**src/rtl/demux1xn_hot_buffered.sv**
```systemverilog
`default_nettype none
// ============================================================================
//  Module   : demux1xn_hot_buffered
//  Purpose  : Registered 1-to-N one-hot demultiplexer. Each output channel has
//             its own holding register with a valid/ready handshake. The
//             block can optionally multicast one word to several channels.
//             Illegal selects are dropped and counted.
//  Ports    : clk, reset        - clock, synchronous active-high reset
//             in_valid/in_ready - source handshake
//             in_sel            - destination mask (one-hot, or multi-hot
//                                 when multicast is enabled)
//             in_data           - payload
//             out_valid/out_ready - per-channel consumer handshake
//             out_data          - channel i at [i*DATA_WIDTH +: DATA_WIDTH]
//             clear_err         - clears err_flag and drop_count
//             err_flag          - sticky illegal-select indicator
//             drop_count        - saturating count of dropped words
//  Revision : 1.0 - initial release
// ============================================================================
module demux1xn_hot_buffered #(
    parameter int unsigned DATA_WIDTH      = 16,
    parameter int unsigned NUM_OUT         = 4,
    parameter int unsigned ALLOW_MULTICAST = 0,
    parameter int unsigned CNT_WIDTH       = 8
) (
    input  logic                          clk,
    input  logic                          reset,
    input  logic                          in_valid,
    output logic                          in_ready,
    input  logic [NUM_OUT-1:0]            in_sel,
    input  logic [DATA_WIDTH-1:0]         in_data,
    output logic [NUM_OUT-1:0]            out_valid,
    input  logic [NUM_OUT-1:0]            out_ready,
    output logic [NUM_OUT*DATA_WIDTH-1:0] out_data,
    input  logic                          clear_err,
    output logic                          err_flag,
    output logic [CNT_WIDTH-1:0]          drop_count
);

    localparam logic [NUM_OUT-1:0]   c_SEL_ONE = NUM_OUT'(1);
    localparam logic [CNT_WIDTH-1:0] c_CNT_ONE = CNT_WIDTH'(1);
    localparam logic [CNT_WIDTH-1:0] c_CNT_MAX = '1;
    localparam logic                 c_MCAST   = (ALLOW_MULTICAST != 0);

    logic [NUM_OUT-1:0]            out_valid_q,  out_valid_d;
    logic [NUM_OUT*DATA_WIDTH-1:0] out_data_q,   out_data_d;
    logic                          err_flag_q,   err_flag_d;
    logic [CNT_WIDTH-1:0]          drop_count_q, drop_count_d;

    logic                          w_sel_nonzero;
    logic                          w_sel_multi;
    logic                          w_legal;
    logic [NUM_OUT-1:0]            w_can_take;
    logic                          w_all_take;
    logic                          w_xfer;
    logic                          w_drop;
    logic [NUM_OUT-1:0]            w_load;
    logic [CNT_WIDTH-1:0]          w_cnt_base;

    // ------------------------------------------------------------------
    // Select decode and source-side handshake
    // ------------------------------------------------------------------
    // Clearing the lowest set bit leaves something only if more than one
    // bit was set.
    assign w_sel_nonzero = |in_sel;
    assign w_sel_multi   = |(in_sel & (in_sel - c_SEL_ONE));
    assign w_legal       = w_sel_nonzero && (!w_sel_multi || c_MCAST);

    // A channel can take a word if it is empty or being drained this cycle.
    assign w_can_take    = ~out_valid_q | out_ready;
    // Unselected channels are masked to 1 so only selected ones gate ready.
    assign w_all_take    = &(w_can_take | ~in_sel);

    // Illegal selects are always accepted so the source never deadlocks.
    assign in_ready      = w_legal ? w_all_take : 1'b1;

    assign w_xfer        = in_valid && w_legal && w_all_take;
    assign w_drop        = in_valid && !w_legal;
    assign w_load        = w_xfer ? in_sel : '0;

    // ------------------------------------------------------------------
    // Per-channel holding registers: load beats pop, so a same-cycle pop
    // and load keeps the channel full with the new word (no bubble).
    // ------------------------------------------------------------------
    always_comb begin
        out_valid_d = out_valid_q;
        out_data_d  = out_data_q;
        for (int i = 0; i < NUM_OUT; i++) begin
            if (w_load[i]) begin
                out_valid_d[i]                           = 1'b1;
                out_data_d[i*DATA_WIDTH +: DATA_WIDTH]   = in_data;
            end else if (out_valid_q[i] && out_ready[i]) begin
                out_valid_d[i]                           = 1'b0;
                out_data_d[i*DATA_WIDTH +: DATA_WIDTH]   = '0;
            end
        end
    end

    // ------------------------------------------------------------------
    // Error accounting: a drop in the same cycle as clear_err wins, so the
    // counter restarts from zero and then counts that drop.
    // ------------------------------------------------------------------
    assign w_cnt_base = clear_err ? '0 : drop_count_q;

    always_comb begin
        err_flag_d   = err_flag_q;
        drop_count_d = drop_count_q;
        if (w_drop) begin
            err_flag_d   = 1'b1;
            drop_count_d = (w_cnt_base == c_CNT_MAX) ? w_cnt_base
                                                     : w_cnt_base + c_CNT_ONE;
        end else if (clear_err) begin
            err_flag_d   = 1'b0;
            drop_count_d = '0;
        end
    end

    always_ff @(posedge clk) begin
        if (reset) begin
            out_valid_q  <= '0;
            out_data_q   <= '0;
            err_flag_q   <= 1'b0;
            drop_count_q <= '0;
        end else begin
            out_valid_q  <= out_valid_d;
            out_data_q   <= out_data_d;
            err_flag_q   <= err_flag_d;
            drop_count_q <= drop_count_d;
        end
    end

    assign out_valid  = out_valid_q;
    assign out_data   = out_data_q;
    assign err_flag   = err_flag_q;
    assign drop_count = drop_count_q;

endmodule
`default_nettype wire

```
**config.mk**
```make
export PLATFORM = sky130hd
export DESIGN_NAME = demux1xn_hot_buffered
export DESIGN_NICKNAME = d
export VERILOG_FILES = /design/src/rtl/demux1xn_hot_buffered.sv
export SDC_FILE = /design/constraint.sdc
export NUM_CORES = 1
export LEC_CHECK = 0
export ABC_AREA = 0
export CAP_MARGIN = 5
export CORE_AREA = 5 5 86 88
export CTS_CLUSTER_DIAMETER = 40
export DETAILED_ROUTE_END_ITERATION = 10
export DIE_AREA = 0 0 91 93
export GPL_TIMING_DRIVEN = 0
export PLACE_DENSITY = 0.82
export REMOVE_ABC_BUFFERS = 1
export SLEW_MARGIN = 25
export SYNTH_ARGS = -nofsm -noshare
export SYNTH_HDL_FRONTEND = slang
export SYNTH_SLANG_ARGS = --single-unit
```
**constraint.sdc**
```tcl
create_clock -name clk -period 2.5 [get_ports clk]
set_input_delay 0.5 -clock clk [delete_from_list [all_inputs] [get_ports clk]]
set_output_delay 0.5 -clock clk [all_outputs]
set_load 0.005 [all_outputs]
```
* Word-level counts from Yosys, hierarchy flattened
Index checks and enable logic that the tools add are counted.
** Storage, ports and cells
- Bits in registers :: 77
- Input bits :: 28
- Output and inout bits :: 78
** Cells by class
- Bitwise logic cells :: 5
- $add $sub $neg :: 2
- Reduce and logical (&&, ||, !) cells :: 18
- Muxes and demuxes :: 23
- Equality and inequality tests :: 1
** Operators with widths (number)
- 2-to-1 mux 16 bit :: 8
- 2-to-1 mux 8 bit :: 3
- 2-to-1 mux 1 bit :: 11
- nonzero test 2 bit :: 5
- adder 8 x 1 -> 8 bit, second input constant :: 1
- == test 8 bit, second input constant :: 1
- logical AND 1 bit :: 8
- inverter 4 bit :: 2
- OR 4 bit :: 2
- OR reduction 4 bit :: 2
- AND 4 bit :: 1
- 2-to-1 mux 4 bit :: 1
- AND reduction 4 bit :: 1
- subtractor 4 x 1 -> 4 bit, second input constant :: 1
- zero test 1 bit :: 2

* Depth between registers and ports, before layout
- Depth after elaboration :: 9
- Gate-level depth with buffers :: 7
- Gate-level depth less buffers :: 6

* Worst setup path after synthesis
No wires, ideal clock.
- Path type :: input to output
- Start :: input port in_sel[3]
- End :: output port in_ready
- Setup slack :: 0.633 ns
- Data arrival time :: 1.367 ns
- Data required time :: 2.000 ns
- Stages :: 4
- Cells stage by stage :: buf_2 or4b_4 o211ai_1 o21ai_0
** On the way
- Word-level cells in the longest chain between the ends :: 6
- Elaborated cells on any way between the ends :: 10
** Ends and longest elaborated chain
- from (decl) :: RTL line 30 : input logic [NUM_OUT-1:0] in_sel,
- subtractor 4 x 1 -> 4 bit :: RTL line 66 : assign w_sel_multi = |(in_sel & (in_sel - c_SEL_ONE));
- AND 4 bit :: RTL line 66
- OR reduction 4 bit :: RTL line 66
- zero test 1 bit :: RTL line 67 : assign w_legal = w_sel_nonzero && (!w_sel_multi || c_MCAST);
- logical AND 1 bit :: RTL line 67
- 2-to-1 mux 1 bit (*) :: RTL line 75 : assign in_ready = w_legal ? w_all_take : 1'b1;
- to (decl) :: RTL line 29 : output logic in_ready,
Every way passes the cells marked *; elsewhere a longest branch is shown, timed or not.

* Worst setup path in the final report
- Start :: input port in_valid
- End :: register out_data_q[38], in the netlist out_data[38]
** On the way
- Word-level cells in the longest chain between the ends :: 4
- Elaborated cells on any way between the ends :: 5
** Ends and longest elaborated chain
- from (decl) :: RTL line 28 : input logic in_valid,
- logical AND 1 bit (*) (2 in a row) :: RTL line 77 : assign w_xfer = in_valid && w_legal && w_all_take;
- 2-to-1 mux 4 bit (*) :: RTL line 79 : assign w_load = w_xfer ? in_sel : '0;
- 2-to-1 mux 16 bit / nonzero test 2 bit (equally long branches)
- to (signal assigned) :: RTL line 126 : out_data_q <= out_data_d;
- to (decl) :: RTL line 46 : logic [NUM_OUT*DATA_WIDTH-1:0] out_data_q, out_data_d;
Marks and branches as above.
A chain may end at the register's enable or synchronous reset.

==> results.json <==
{
  "status": "complete, no violations",
  "max-cap-violations": 0,
  "synth-async-reset-ratio_pct": 0,
  "antenna_found_initial": 0,
  "layout_commonest_cell": "clkdlybuf4s50_1",
  "die_area_sq_um": 8460,
  "multiInputGateArea_sq_um": 1330,
  "skew_ns": 0.00895,
  "rows": 30,
  "final-seq-area_sq_um": 1540,
  "antenna_cells": 0,
  "rsz0062_at_grt": "no",
  "gr-total-overflow": 0,
  "p_per_area_nw_per_um2": 557,
  "postSynthCellCount": 357,
  "gp_congestion": 0.831,
  "clockBufferDepth": 2,
  "dp_hpwl_um": 6290,
  "postRouteAntennaNets": 0,
  "dpl.cell_count": 521,
  "vias": 2945,
  "layout.nets": 483,
  "die_h_um": 93,
  "drive_gt1_share_pct": 6.97,
  "yosysSeqAreaShare_pct": 51.4,
  "top_level_ports": 106,
  "ys_seq_elements": 77,
  "syn_area_sq_um": 3000,
  "max_freq_mhz": 438,
  "cts_made_buffers": 9,
  "firstDrtPassIters": 4,
  "period_minus_slack_ns": 2.28,
  "hold_viol": 0,
  "final.fill_count": 563,
  "core_sq_um": 6570,
  "grt_max_degree": 37,
  "slew_viol_final": 0,
  "drt-initial-drc-count": 168,
  "synth_edf_count": 0,
  "htree_levels": 3,
  "syn2layout_area_growth_pct": 44.1,
  "slew_headroom_pct": 49.7,
  "power.leakage_nw": 1.48,
  "wl_um": 8560,
  "grt_pass1_wl_um": 13400,
  "criticalPathCategory": "primary input to flop",
  "finalCritPeriodShare_pct": 91.3,
  "most-common-layout-cells": "clkdlybuf4s50_1 (99), dfxtp_1 (77), nand3_1 (68)",
  "layout_setup_ws_ns": 0.217,
  "cts.clk_slew.worst_paths_ns": 0.08,
  "cp_data_arrival_time_ns": 2.51,
  "yosysUniqueCellTypes": 42,
  "hp-class": "flop to flop",
  "fp.dieW_um": 91,
  "required_ns": 2.73,
  "routed_via_density": 5.46,
  "track_usage_pct": 19.5,
  "syn_area_per_cell_sq_um": 8.40,
  "grt_pass1_vias": 2713,
  "cts_root_buf": "clkbuf_8",
  "clkLatencyLatePin_ns": 0.34,
  "yosysWarningCount": 0,
  "wire_per_inst_um": 15.9,
  "tightest_slew_ns": 0.754,
  "initial_core_util_pct": 45.7,
  "place_ws_ns": -0.315,
  "drc": 0,
  "layoutNonFillerInstCount": 539,
  "critPathCaptureType": "flop",
  "port_buffers": 105,
  "start_kind": "primary input",
  "setup_violations": 0,
  "ir_drop_v": 0.000456,
  "clock-sinks": 77,
  "ys.flop_type": "dfxtp_1",
  "cts_tree": "done",
  "path_max_fanout": 18
}
[flip-flops by register name (all words and copies together) (netlist names)]
register / flops
out_data: 64
out_valid: 4
err_flag: 1
drop_count: 8
[where the power goes]
part / switching, mW / internal (mW)
Sequential: 0.00990 / 1.24
Clock: 0.461 / 0.495
Combinational: 0.103 / 0.0943
Total: 0.574 / 1.83
[synthesized netlist by cell type, types with 2 or more instances]
library cell  count  share of area (%)
dfxtp_1          77                 51
and4_1            2               0.58
nor3_1            2               0.33
nand3b_1          2               0.50
nand3_1          68                 11
o21ai_0          36                6.0
buf_2             2               0.33
nand2_1          53                6.6
nor2b_1           5                1.0
nor2_1            4               0.50
clkbuf_1         19                2.4
nand4b_1          2               0.58
nand2b_1          4               0.83
inv_1             6               0.75
or4b_4            2               0.92
o22ai_1           2               0.42
and3_1            3               0.63
a21oi_1          44                7.3
[cell families (layout without fill, tap and decap cells)]
| family | after synthesis | in the layout | share of synthesized area [%] |
|---|---|---|---|
| simple gates | 155 | 155 | 26.2 |
| fa+ha+maj | 1 | 1 | 0.417 |
| xor+xnor | 1 | 1 | 0.292 |
| mux | 1 | 1 | 0.375 |
| flops | 77 | 77 | 51.4 |
| buf+inv | 31 | 133 | 4.38 |
| compound gates | 91 | 91 | 16.9 |
[cell type report]
class | count | area share, %
clock inverter | 6 | 1.62
sequential | 77 | 35.7
inverter | 7 | 0.608
tap | 80 | 2.32
multi-input combinational | 249 | 30.9
clock buffer | 10 | 3.18
timing repair buffer | 110 | 25.7
[worst max-delay path, stage by stage]
cell             delay (ns)
clkdlybuf4s50_1        0.60
nor3b_1                0.31
nand4b_1               0.55
buf_8                  0.37
nand3_1                0.09
o21ai_0                0.08
[path summary, 6_finish.rpt]
check        slack, ns  cells past startpoint          start       endpoint
max               0.22                      6       in_valid   out_data[38]
min               0.47                      2    out_data[8]    out_data[8]
max reg2reg       0.57                      6  drop_count[0]  drop_count[5]
min reg2reg       0.47                      2    out_data[8]    out_data[8]
[layer usage]
metal / GRT usage, % / wire (um) / part of all wire [%]
met1: 25.5 / 3590 / 42
met2: 31.2 / 4220 / 49
met3: 4.02 / 523 / 6.1
met4: 8.19 / 223 / 2.6
met5: 0 / 0 / 0
[metrics by stage]
stage	cell area [sq um]	setup TNS, ns	utilization [%]	hold slack (ns)	power (mW)
global route	4320	0	65.8	0.477	2.50
CTS	4320	0	65.7	0.460	2.42
detailed placement	4090	-1.73	62.3	0.458	1.48
finish	4320	0	65.8	0.469	2.41
global placement	4050	-42.65	61.6	0.454	1.47
floorplan	2890	0	-	0.447	1.35
[repair_timing]
action / 4_1_cts / 5_1_grt
setup buffers: 2 / 0
setup endpoints to repair: 1 / 1
gates resized for setup: 8 / 3
pin swaps: 2 / 0
hold buffers: 0 / 0
Power figures use the tool's default switching activity.
